$ cat config.mk
export PLATFORM = sky130hd
export DESIGN_NAME = pulse_meter
export DESIGN_NICKNAME = d
export VERILOG_FILES = /design/src/rtl/pulse_meter_pkg.sv /design/src/rtl/pulse_meter_edge_det.sv /design/src/rtl/pulse_meter.sv
export SDC_FILE = /design/constraint.sdc
export NUM_CORES = 1
export LEC_CHECK = 0
export ABC_AREA = 0
export ABC_CLOCK_PERIOD_IN_PS = 3500
export BUFFER_PORTS_ARGS = -buffer_cell sky130_fd_sc_hd__buf_2
export CAP_MARGIN = 10
export CELL_PAD_IN_SITES_DETAIL_PLACEMENT = 1
export CELL_PAD_IN_SITES_GLOBAL_PLACEMENT = 1
export CORE_MARGIN = 2
export CORE_UTILIZATION = 39
export DETAILED_ROUTE_END_ITERATION = 8
export GPL_ROUTABILITY_DRIVEN = 0
export GPL_TIMING_DRIVEN = 0
export PLACE_DENSITY = 0.86
export SETUP_SLACK_MARGIN = 0.15
export SLEW_MARGIN = 20
export SYNTH_ARGS = -nofsm -noshare
export SYNTH_HDL_FRONTEND = slang
export SYNTH_SLANG_ARGS = --single-unit
$ cat constraint.sdc
create_clock -name clk -period 3.5 [get_ports clk]
set_input_delay 0.7 -clock clk [delete_from_list [all_inputs] [get_ports clk]]
set_output_delay 0.7 -clock clk [all_outputs]
set_load 0.1 [all_outputs]
$ cat src/rtl/pulse_meter_pkg.sv
// Shared types and constants for the pulse_meter block: state encoding,
// edge-select mode codes and the edge qualification helper.
package pulse_meter_pkg;

    localparam int CNT_W_DEF = 32;

    typedef enum logic [1:0] {
        IDLE       = 2'd0,
        WAIT_FIRST = 2'd1,
        RUN        = 2'd2
    } state_t;

    localparam logic [1:0] MODE_NONE = 2'b00;
    localparam logic [1:0] MODE_RISE = 2'b01;
    localparam logic [1:0] MODE_FALL = 2'b10;
    localparam logic [1:0] MODE_BOTH = 2'b11;

    function automatic logic edge_selected(input logic [1:0] mode,
                                           input logic       rise,
                                           input logic       fall);
        logic sel;
        sel = 1'b0;
        case (mode)
            MODE_NONE: sel = 1'b0;
            MODE_RISE: sel = rise;
            MODE_FALL: sel = fall;
            MODE_BOTH: sel = rise | fall;
            default:   sel = 1'b0;
        endcase
        return sel;
    endfunction

endpackage

$ cat src/rtl/pulse_meter_edge_det.sv
// Input history register with combinational rise/fall detection.
// The history keeps tracking the input regardless of enable.
module edge_det #(
    parameter logic RST_VAL = 1'b0
) (
    input  logic clk,
    input  logic rst,
    input  logic in,
    output logic rise,
    output logic fall
);

    logic in_q;

    // NOTE: flops use non-blocking assignment so every register samples pre-edge values.
    always_ff @(posedge clk or posedge rst) begin
        if (rst) in_q <= RST_VAL;
        else     in_q <= in;
    end

    assign rise = in & ~in_q;
    assign fall = ~in & in_q;

endmodule

$ cat src/rtl/pulse_meter.sv
// Edge counter with threshold interrupt plus rising-edge period measurement
// with saturation/overflow detection.
module pulse_meter
    import pulse_meter_pkg::*;
#(
    parameter int   CNT_W      = CNT_W_DEF,
    parameter logic RST_VAL_IN = 1'b0
) (
    input  logic             clk,
    input  logic             rst,
    input  logic             en,
    input  logic             in,
    input  logic [1:0]       mode,
    input  logic [CNT_W-1:0] thresh,
    input  logic             ack,
    output logic             irq,
    output logic [CNT_W-1:0] evt_cnt,
    output logic [CNT_W-1:0] period,
    output logic             period_vld,
    output logic             ovf
);

    localparam logic [CNT_W-1:0] CNT_MAX = '1;
    localparam logic [CNT_W-1:0] CNT_ONE = CNT_W'(1);

    logic             rise, fall;
    state_t           state, state_nxt;
    logic [CNT_W-1:0] pcnt, pcnt_nxt, period_nxt;
    logic             vld_nxt, ovf_set;
    logic [CNT_W-1:0] evt_base, evt_nxt;
    logic             irq_nxt, count_en;

    edge_det #(.RST_VAL(RST_VAL_IN)) u_edge_det (
        .clk  (clk),
        .rst  (rst),
        .in   (in),
        .rise (rise),
        .fall (fall)
    );

    // NOTE: every always_comb output gets a default first so no latch is inferred.
    always_comb begin
        state_nxt  = state;
        pcnt_nxt   = pcnt;
        period_nxt = period;
        vld_nxt    = 1'b0;
        ovf_set    = 1'b0;
        if (!en) begin
            state_nxt = IDLE;
            pcnt_nxt  = '0;
        end else begin
            case (state)
                IDLE: begin
                    state_nxt = WAIT_FIRST;
                    pcnt_nxt  = '0;
                end
                WAIT_FIRST: begin
                    if (rise) begin
                        state_nxt = RUN;
                        pcnt_nxt  = CNT_ONE;
                    end
                end
                RUN: begin
                    if (rise) begin
                        period_nxt = pcnt;
                        vld_nxt    = 1'b1;
                        pcnt_nxt   = CNT_ONE;
                    end else if (pcnt == CNT_MAX) begin
                        // Period too long to measure: flag it and re-arm on the next rise.
                        ovf_set   = 1'b1;
                        state_nxt = WAIT_FIRST;
                        pcnt_nxt  = '0;
                    end else begin
                        pcnt_nxt = pcnt + CNT_ONE;
                    end
                end
                default: begin
                    state_nxt = IDLE;
                    pcnt_nxt  = '0;
                end
            endcase
        end
    end

    // Ack clears first, so an edge in the ack cycle counts from zero.
    always_comb begin
        count_en = en && (state != IDLE);
        evt_base = ack ? '0 : evt_cnt;
        evt_nxt  = evt_base;
        irq_nxt  = irq & ~ack;
        if (count_en && edge_selected(mode, rise, fall) && (evt_base != CNT_MAX)) begin
            evt_nxt = evt_base + CNT_ONE;
            if ((thresh != '0) && (evt_nxt == thresh)) irq_nxt = 1'b1;
        end
    end

    always_ff @(posedge clk or posedge rst) begin
        if (rst) begin
            state      <= IDLE;
            pcnt       <= '0;
            period     <= '0;
            period_vld <= 1'b0;
            evt_cnt    <= '0;
            irq        <= 1'b0;
            ovf        <= 1'b0;
        end else begin
            state      <= state_nxt;
            pcnt       <= pcnt_nxt;
            period     <= period_nxt;
            period_vld <= vld_nxt;
            evt_cnt    <= evt_nxt;
            irq        <= irq_nxt;
            ovf        <= (ovf & ~ack) | ovf_set;
        end
    end

endmodule

==> results of run 1 <==
[registers in the layout (all words and copies together) (netlist names)]
signal and cells:
ovf 1, period_vld 1, u_edge_det.in_q 1, pcnt 32, period 32, evt_cnt 32
irq 1, state 2
[routing by layer]
layer  part of all wire  global-route usage
met3              0.056              0.0446
met2               0.49               0.394
met1               0.43               0.291
met4              0.025              0.0889
met5                  0                   0
[Yosys cell counts (all sizes together) (2+ instances only)]
cell,count
o311ai,2
a22oi,2
nand2b,13
nor2,50
clkbuf,20
or4,3
o32ai,3
and4,3
buf,11
a21oi,31
o2111ai,2
mux2i,2
nor4,22
o21ai,48
ha,6
and3b,2
a31oi,3
nand3,43
dfrtp,102
nand4,18
nor3,8
o21a,4
nor2b,19
inv,19
and3,8
nand2,59
xnor2,49
a32oi,2
and2,12
a211o,2
mux2,34
a22o,2
or3,4
o31ai,12
xor2,32
o41ai,3
[path summary, 6_finish.rpt]
kind / to / cells past startpoint / startpoint / slack (ps)
worst max-delay path: irq$_DFF_PP0_ / 10 / ack / 140
worst min-delay path: period_vld$_DFF_PP0_ / 2 / rst / 360
max in group asynchronous: evt_cnt[19]$_DFF_PP0_ / 4 / rst / 2380
min in group clk: u_edge_det.in_q$_DFF_PP0_ / 1 / in / 490
worst max register to register: irq$_DFF_PP0_ / 10 / evt_cnt[2]$_DFF_PP0_ / 210
worst min register to register: period[14]$_DFFE_PP0P_ / 1 / period[14]$_DFFE_PP0P_ / 500
[cell families (layout without fill, tap and decap cells)]
logic type / Yosys count / count (layout)
simple gates: 269 / 269
fa+ha+maj: 7 / 7
xor+xnor: 81 / 81
compound gates: 118 / 118
flops: 102 / 102
mux: 36 / 36
buf+inv: 50 / 174
[report_power, final]
| part | switching, uW | internal, uW |
|---|---|---|
| combinational | 222 | 112 |
| clock | 529 | 512 |
| sequential | 8.07 | 1190 |
| total | 759 | 1810 |
[final cells by class]
class	instances	area, um2
plain buffers	31	153
clock buffers	9	225
clock inverters	7	81.3
fillers	1858	7900
inverters	19	75.1
multi-input cells	511	3400
flip-flops and latches	102	2570
well taps	211	264
repair buffers	108	588
[layout by cell type, fill, tap and decap left out, types with 9 or more instances in the layout]
cell	count
a21oi_1	31
and2_1	11
buf_2	111
clkbuf_1	16
clkbuf_16	9
dfrtp_1	87
dfrtp_2	15
inv_1	17
mux2_2	34
nand2_1	59
nand2b_1	12
nand3_1	41
nand4_1	17
nor2_1	50
nor2b_1	19
nor4_1	18
o21ai_0	48
o31ai_1	12
xnor2_1	49
xor2_1	32
[what timing repair did]
action	in CTS	in global routing
buffers inserted	0	1
gates resized for setup	6	8
hold buffers	0	0
setup endpoints to repair	12	20
pin swaps	0	1
[through the flow]
stage                     power (uW)  setup TNS (ps)  hold WS, ps
after global placement          1530            -401          482
after CTS                       2600               0          382
after floorplan                 1430           -98.5          460
final                           2570               0          363
after detailed placement        1550            -438          488
after global routing            2680               0          403
==> impl_metrics.toml, run 1 <==
[synth]
ys.flop_type = "dfrtp_1"
synthTopCellsByArea = "dfrtp_1, xnor2_1, mux2_2"
synthAdderAreaFrac = 0.0139
synth.yosys.seq_area_share = 0.417
synth-compound-area-share = 0.117
yosys.area_share.simple = 0.235
muxShareOfSynthArea = 0.0658
syn_inst = 663
syn_nets = 708
yosys_warnings = 0
yosysUniqueCellTypes = 56
synthArstFlopShare = 1.00
synth_top_area_cell = "dfrtp_1"
syn_area_per_cell_um2 = 9.24
synth_top_family_by_area = "simple AND/OR/NAND/NOR gates"
synth_seq_cells = 102
synth_edf_count = 0
syn_area_um2 = 6120
synth_top_cell_area_share = 0.417
synth_xor_area_frac = 0.116

[min_path]
hold_path.class = "primary input to async pin"

[die]
fp-row-count = 45
num_io_pins = 106
die_h_um = 129
die_area_um2 = 16700
die_x_um = 129
coreArea_um2 = 15300
initial_core_util = 0.401

[drt]
dr.pass1.iters = 4
via_count = 5631
routedWlPerCell_um = 18.8
wirelength_um = 18700
antenna_left = 0
drc = 0
post_drt_via_cell_ratio = 5.64
drtIter0Drc = 331

[finish]
drive_above_1_share = 0.259
area_growth_pct = 20.1
instances_no_fill = 998
post-route-util = 0.482
final_area_um2 = 7360
antenna_cells = 0
nets = 827

[cts]
cts.sinks = 102
htree_num_levels = 3
cts_buffers = 9
clk_latency_ps = 370
max-clock-path-buffers = 2
cts-root-buf = "clkbuf_16"
cts_tree = "yes"
clk_pin_slew_ps = 80

[setup_path]
cp.arrival_ps = 3630
cp.required_ps = 3770
slowest_delay_ps = 570
crit_chain = "buf_2 -> buf_4 -> nand3b_1 -> nor4_2 -> and3_2 -> xnor2_1 -> o311ai_0 -> or4_1 -> or4_1 -> o32ai_2"
cp_num_buf_inv = 2
slowest_stage = "or4_1"
critPathMaxFanout = 10
cp-start-kind = "primary input"
critical-path-top-delay-family = "simple AND/OR/NAND/NOR gates"
path_class = "primary input to flop"
cp-end-kind = "flop"
cp_common_cell = "or4_1"

[global_route]
grt_pass1_vias = 5759
antenna_found_initial = 0
grt_max_degree = 31
grt_pass1_wl_um = 30200
overflow = 0
grtUsageTotal = 0.231

[place]
dpl_cell_area_um2 = 6990
post-dp-hpwl_um = 14200
numPortBuffers = 104
dp_cells = 981
pre_cts_slack_ps = -438

[job]
max_cap_viol_count = 0

[power_and_ir_drop]
power_density_nw_per_um2 = 350
peakVddDrop_mv = 0.237
power.leakage_uw = 0.00333

[timing]
rsz0062_at_grt = "yes"
fin_crit_ps = 3360
period_share = 0.959
finClkSkew_ps = 15.7
slew_violations = 0
finalHoldViolCount = 0
setup_ws_ps = 144
max_freq_mhz = 298
setup_viol = 0
relSlewSlack = 0.372
timing_worst_slew_pin_value_ps = 934

[status]
outcome = "finished clean"
Power figures use the tool's default switching activity.
==> run 2: changes to the inputs <==
--- a/config.mk
+++ b/config.mk
@@ -12,11 +12,11 @@
 export CELL_PAD_IN_SITES_DETAIL_PLACEMENT = 1
 export CELL_PAD_IN_SITES_GLOBAL_PLACEMENT = 1
 export CORE_MARGIN = 2
-export CORE_UTILIZATION = 39
+export CORE_UTILIZATION = 31
 export DETAILED_ROUTE_END_ITERATION = 8
 export GPL_ROUTABILITY_DRIVEN = 0
 export GPL_TIMING_DRIVEN = 0
-export PLACE_DENSITY = 0.86
+export PLACE_DENSITY = 0.72
 export SETUP_SLACK_MARGIN = 0.15
 export SLEW_MARGIN = 20
 export SYNTH_ARGS = -nofsm -noshare
==> impl_metrics.toml, run 2 (synthesized netlist as in run 1, its figures left out) <==
[job]
max_cap_viol_count = 0

[power_and_ir_drop]
peakVddDrop_mv = 0.216
power.leakage_uw = 0.00335
p_comb_frac = 0.128
clkPwrFrac = 0.414
p_int_uw = 1890
net-switching-power_uw = 727
power_density_nw_per_um2 = 350
swShare = 0.278
pwr-share-seq = 0.458

[die]
coreArea_um2 = 19400
fp-row-count = 51
die_x_um = 145
die_area_um2 = 20900
initial_core_util = 0.316
num_io_pins = 106
die_h_um = 145

[cts]
cts-root-buf = "clkbuf_16"
cts_tree = "yes"
htree_num_levels = 3
max-clock-path-buffers = 2
clk_pin_slew_ps = 80
cts.sinks = 102
cts_hold_buf = 0
cts_buffers = 9
clk_latency_ps = 360

[finish]
largestRegisters = "evt_cnt: 32 flops, pcnt: 32 flops, period: 32 flops"
area_growth_pct = 22.1
final_common_cell = "buf_2"
nets = 827
layout_common_cells = "buf_2, dfrtp_1, nand2_1"
antenna_cells = 0
drive_above_1_share = 0.268

[drt]
routedWlPerCell_um = 18.1
via_count = 5498
dr.pass1.iters = 5
drc = 0
post_drt_via_cell_ratio = 5.23
antenna_left = 0
drtIter0Drc = 346
wirelength_um = 19000

[timing]
rsz0062_at_grt = "no"
slew_violations = 0
period_share = 0.935
timing_worst_slew_pin_value_ps = 977
fin_crit_ps = 3270
relSlewSlack = 0.343
setup_viol = 0
max_freq_mhz = 306
whs_ps = 392
setup_ws_ps = 228
finalHoldViolCount = 0
finClkSkew_ps = 7.44

[setup_path]
path_class = "primary input to flop"
critPathMaxFanout = 10
cp.required_ps = 3760
cp-start-kind = "primary input"
cp.arrival_ps = 3530
r2r_slack_ps = 260
cp-end-kind = "flop"

[global_route]
grt_pass1_vias = 5758
grtUsageTotal = 0.189
grt_max_degree = 32
grt_pass1_wl_um = 30700
antenna_found_initial = 0
overflow = 0

[min_path]
hold_path.class = "primary input to async pin"

[place]
pre_cts_slack_ps = -439
numPortBuffers = 104
post-dp-hpwl_um = 14500

[status]
outcome = "finished clean"
==> run 2: final cells by class <==
type / instances / area (um2)
Buffer: 31 / 156
Clock buffer: 10 / 239
Clock inverter: 6 / 77.6
Fill cell: 2329 / 11900
Inverter: 19 / 75.1
Multi-Input combinational cell: 511 / 3440
Sequential cell: 102 / 2570
Tap cell: 265 / 332
Timing Repair Buffer: 108 / 588
==> run 2: metal layers <==
layer | vias to the layer above | global-route usage | routed length, um
met5 | - | 0 | 0
li1 | 2585 | - | -
met2 | 169 | 0.327 | 9230
met4 | 0 | 0.0593 | 412
met1 | 2715 | 0.243 | 8370
met3 | 29 | 0.0298 | 1010
==> run 2: path summary, 6_finish.rpt <==
kind	startpoint	endpoint	cells past startpoint
setup reg to reg	evt_cnt[2]$_DFF_PP0_	irq$_DFF_PP0_	10
hold / removal	rst	period[8]$_DFFE_PP0P_	2
hold reg to reg	period[22]$_DFFE_PP0P_	period[22]$_DFFE_PP0P_	1
min in group clk	in	u_edge_det.in_q$_DFF_PP0_	1
max in group asynchronous	rst	evt_cnt[18]$_DFF_PP0_	4
setup / recovery	ack	irq$_DFF_PP0_	10
==> run 2: power by group through the flow <==
stage	combinational (uW)	sequential, uW	clock [uW]
final	334	1200	1080
after global routing	371	1200	1160
after CTS	338	1200	1120
after detailed placement	336	1220	0
after global placement	321	1220	0
after floorplan	190	1240	0
==> run 2: repair_timing <==
action / in CTS / in global routing
setup buffers: 0 / 1
resized for setup: 7 / 19
pin swaps: 0 / 2
setup endpoints to repair: 12 / 19
==> run 2: worst max-delay path, cell delays in order <==
cell and delay [ps]:
buf_2 110, buf_4 180, nand3b_1 350, nor4_2 300, and3_2 300, xnor2_1 130, o311ai_0 140, or4_1 520
or4_1 580, o32ai_2 220
==> run 2: through the flow <==
| step | total power [uW] | std cells | setup TNS [ps] | util | cell area (um2) |
|---|---|---|---|---|---|
| 3_5_place_dp | 1560 | 1035 | -702 | 0.364 | 7060 |
| 4_1_cts | 2650 | 1051 | 0 | 0.382 | 7410 |
| 6_report | 2620 | 1052 | 0 | 0.386 | 7480 |
| 2_1_floorplan | 1430 | 663 | -98.5 | - | 6150 |
| 5_1_grt | 2730 | 1052 | 0 | 0.386 | 7480 |
| 3_3_place_gp | 1540 | 1032 | -458 | 0.361 | 7000 |
==> run 3: changes to the inputs <==
--- a/config.mk
+++ b/config.mk
@@ -5,7 +5,6 @@
 export SDC_FILE = /design/constraint.sdc
 export NUM_CORES = 1
 export LEC_CHECK = 0
-export ABC_AREA = 0
 export ABC_CLOCK_PERIOD_IN_PS = 3500
 export BUFFER_PORTS_ARGS = -buffer_cell sky130_fd_sc_hd__buf_2
 export CAP_MARGIN = 10
@@ -16,9 +15,10 @@
 export DETAILED_ROUTE_END_ITERATION = 8
 export GPL_ROUTABILITY_DRIVEN = 0
 export GPL_TIMING_DRIVEN = 0
-export PLACE_DENSITY = 0.72
+export PLACE_DENSITY = 0.73
 export SETUP_SLACK_MARGIN = 0.15
 export SLEW_MARGIN = 20
 export SYNTH_ARGS = -nofsm -noshare
 export SYNTH_HDL_FRONTEND = slang
+export SYNTH_HIERARCHICAL = 1
 export SYNTH_SLANG_ARGS = --single-unit
==> impl_metrics.toml, run 3 <==
[global_route]
grtUsageTotal = 0.195
antenna_found_initial = 1
grt_max_degree = 78
grt_pass1_vias = 5955
overflow = 0
grt_pass1_wl_um = 33000

[finish]
multi_input_area_um2 = 3470
nets = 852
layout_common_cells = "buf_2, dfrtp_1, nand2_1"
area_growth_pct = 19.2
final_area_um2 = 7410
drive_above_1_share = 0.215
largestRegisters = "evt_cnt: 32 flops, pcnt: 32 flops, period: 32 flops"
register_area_um2 = 2550
final_common_cell = "buf_2"
fillers = 2382
post-route-util = 0.378

[timing]
relSlewSlack = 0.446
setup_viol = 0
fin_crit_ps = 3180
rsz0062_at_grt = "no"
finalHoldViolCount = 0
period_share = 0.909
slew_violations = 0
finalSetupTns_ps = 0
max_freq_mhz = 314
finClkSkew_ps = 10.2
timing_worst_slew_pin_value_ps = 828

[drt]
routedWlPerCell_um = 18.7
drtIter0Drc = 243
post_drt_via_cell_ratio = 5.37
via_count = 5789
antenna_left = 0
drc = 0
wirelength_um = 20200
dr.pass1.iters = 4

[setup_path]
slowest_stage = "clkbuf_1"
cp.arrival_ps = 3450
cp.required_ps = 3770
cp-end-kind = "flop"
critPathMaxFanout = 10
cp-start-kind = "primary input"
crit_chain = "buf_2 -> clkbuf_2 -> clkinvlp_4 -> clkbuf_1 -> clkbuf_1 -> nand4_1 -> a31oi_1 -> nand4_1 -> a2111o_1 -> o31ai_1"
slowest_delay_ps = 620
rr_startpoint = "evt_cnt[0]$_DFF_PP0_"
worstRegToRegCells = 10
rr_endpoint = "evt_cnt[12]$_DFF_PP0_"
r2r_slack_ps = 380
path_class = "primary input to flop"

[die]
coreArea_um2 = 19600
initial_core_util = 0.318
die_x_um = 146
num_io_pins = 106
die_h_um = 146
fp-row-count = 51
die_area_um2 = 21200

[cts]
postCtsSetupBuffers = 0
cts_tree = "yes"
htree_num_levels = 3
cts.sinks = 102
cts_hold_buf = 0
cts_buffers = 9
clk_pin_slew_ps = 80
cts-root-buf = "clkbuf_16"
clk_latency_ps = 360
max-clock-path-buffers = 2

[place]
numPortBuffers = 105
dpl_cell_area_um2 = 7110
post-dp-hpwl_um = 15200

[synth]
synth_top_cell_area_share = 0.410
synth.yosys.seq_area_share = 0.410
ys.flop_type = "dfrtp_1"
synthArstFlopShare = 1.00
synth_top_area_cell = "dfrtp_1"
yosysUniqueCellTypes = 66
synth_seq_cells = 102
yosys_warnings = 6
synthTopCellsByArea = "dfrtp_1, xnor2_1, mux2_2"
yosysMostFrequentCell = "dfrtp_1"
syn_area_per_cell_um2 = 8.99
synth_common_cells = "dfrtp_1, nand2_1, nor2_1"
syn_nets = 735
syn_inst = 692
syn_area_um2 = 6220
synth_edf_count = 0

[power_and_ir_drop]
power.leakage_uw = 0.00324
peakVddDrop_mv = 0.242
power_density_nw_per_um2 = 340

[job]
max_cap_viol_count = 0

[status]
outcome = "finished clean"

[min_path]
hold_path.class = "primary input to async pin"
run 3: cell count changes in the layout (fill, tap and decap cells not counted), moves of 8 or more:
cell	previous run	this run
dfrtp_1	86	102
dfrtp_2	16	0
a21oi_1	31	11
nand2_1	59	90
nand2b_1	12	4
nor2b_1	18	8
run 3: cell type report:
| cell class | count | share of cell area |
|---|---|---|
| inverters | 18 | 0.0103 |
| flip-flops and latches | 102 | 0.344 |
| repair buffers | 106 | 0.0746 |
| plain buffers | 32 | 0.0191 |
| multi-input cells | 540 | 0.469 |
| clock inverters | 5 | 0.00591 |
| clock buffers | 10 | 0.0322 |
| diodes | 1 | 0.000337 |
| well taps | 265 | 0.0447 |
run 3: kinds of logic (layout without fill, tap and decap cells):
group	count (synthesis)	in the layout	synth area share
compound gates	118	118	0.122
mux	33	33	0.0591
buf+inv	50	171	0.0330
other cells	0	1	0
simple gates	308	308	0.259
xor+xnor	77	77	0.108
fa+ha+maj	4	4	0.00805
flops	102	102	0.410
run 3: how the worst max path moves through the flow:
stage	startpoint	slack, ps	to
after detailed placement	ack	-240	evt_cnt[27]$_DFF_PP0_
after global routing	evt_cnt[1]$_DFF_PP0_	200	evt_cnt[12]$_DFF_PP0_
after floorplan	rst	150	evt_cnt[0]$_DFF_PP0_
after CTS	ack	210	irq$_DFF_PP0_
final	ack	320	irq$_DFF_PP0_
after global placement	rst	-1360	evt_cnt[13]$_DFF_PP0_
run 3: layer usage:
layer  wire length [um]  vias up  global-route usage
met3               1240       15              0.0370
met4                211        0              0.0426
met2               9900      164               0.331
met1               8850     2899               0.257
li1                   -     2711                   -
met5                  0        -                   0
run 3: power breakdown:
part | internal [uW] | switching [uW] | leakage, uW
Sequential | 1190 | 10.6 | 0.00142
Combinational | 102 | 224 | 0.00168
Clock | 508 | 487 | 0.000133
run 3: per-stage QoR:
step / power [uW] / worst slack (ps) / hold WS, ps / std cells
finish: 2520 / 320 / 201 / 1079
global route: 2630 / 198 / 189 / 1078
CTS: 2550 / 209 / 188 / 1078
detailed placement: 1550 / -238 / 474 / 1063
global placement: 1540 / -1360 / 462 / 1062
floorplan: 1420 / 153 / 429 / 692
run 3: timing repair:
action                                  4_1_cts  5_1_grt
endpoints found under the setup margin        2       44
resized for setup                             1        7
gates cloned                                  0        0
run 3: worst max-delay path, delay by kind of cell:
kind | cells | cell delay [ps]
AO/OA/AOI/OAI | 3 | 750
buffers and inverters | 5 | 1710
AND/OR/NAND/NOR | 2 | 280
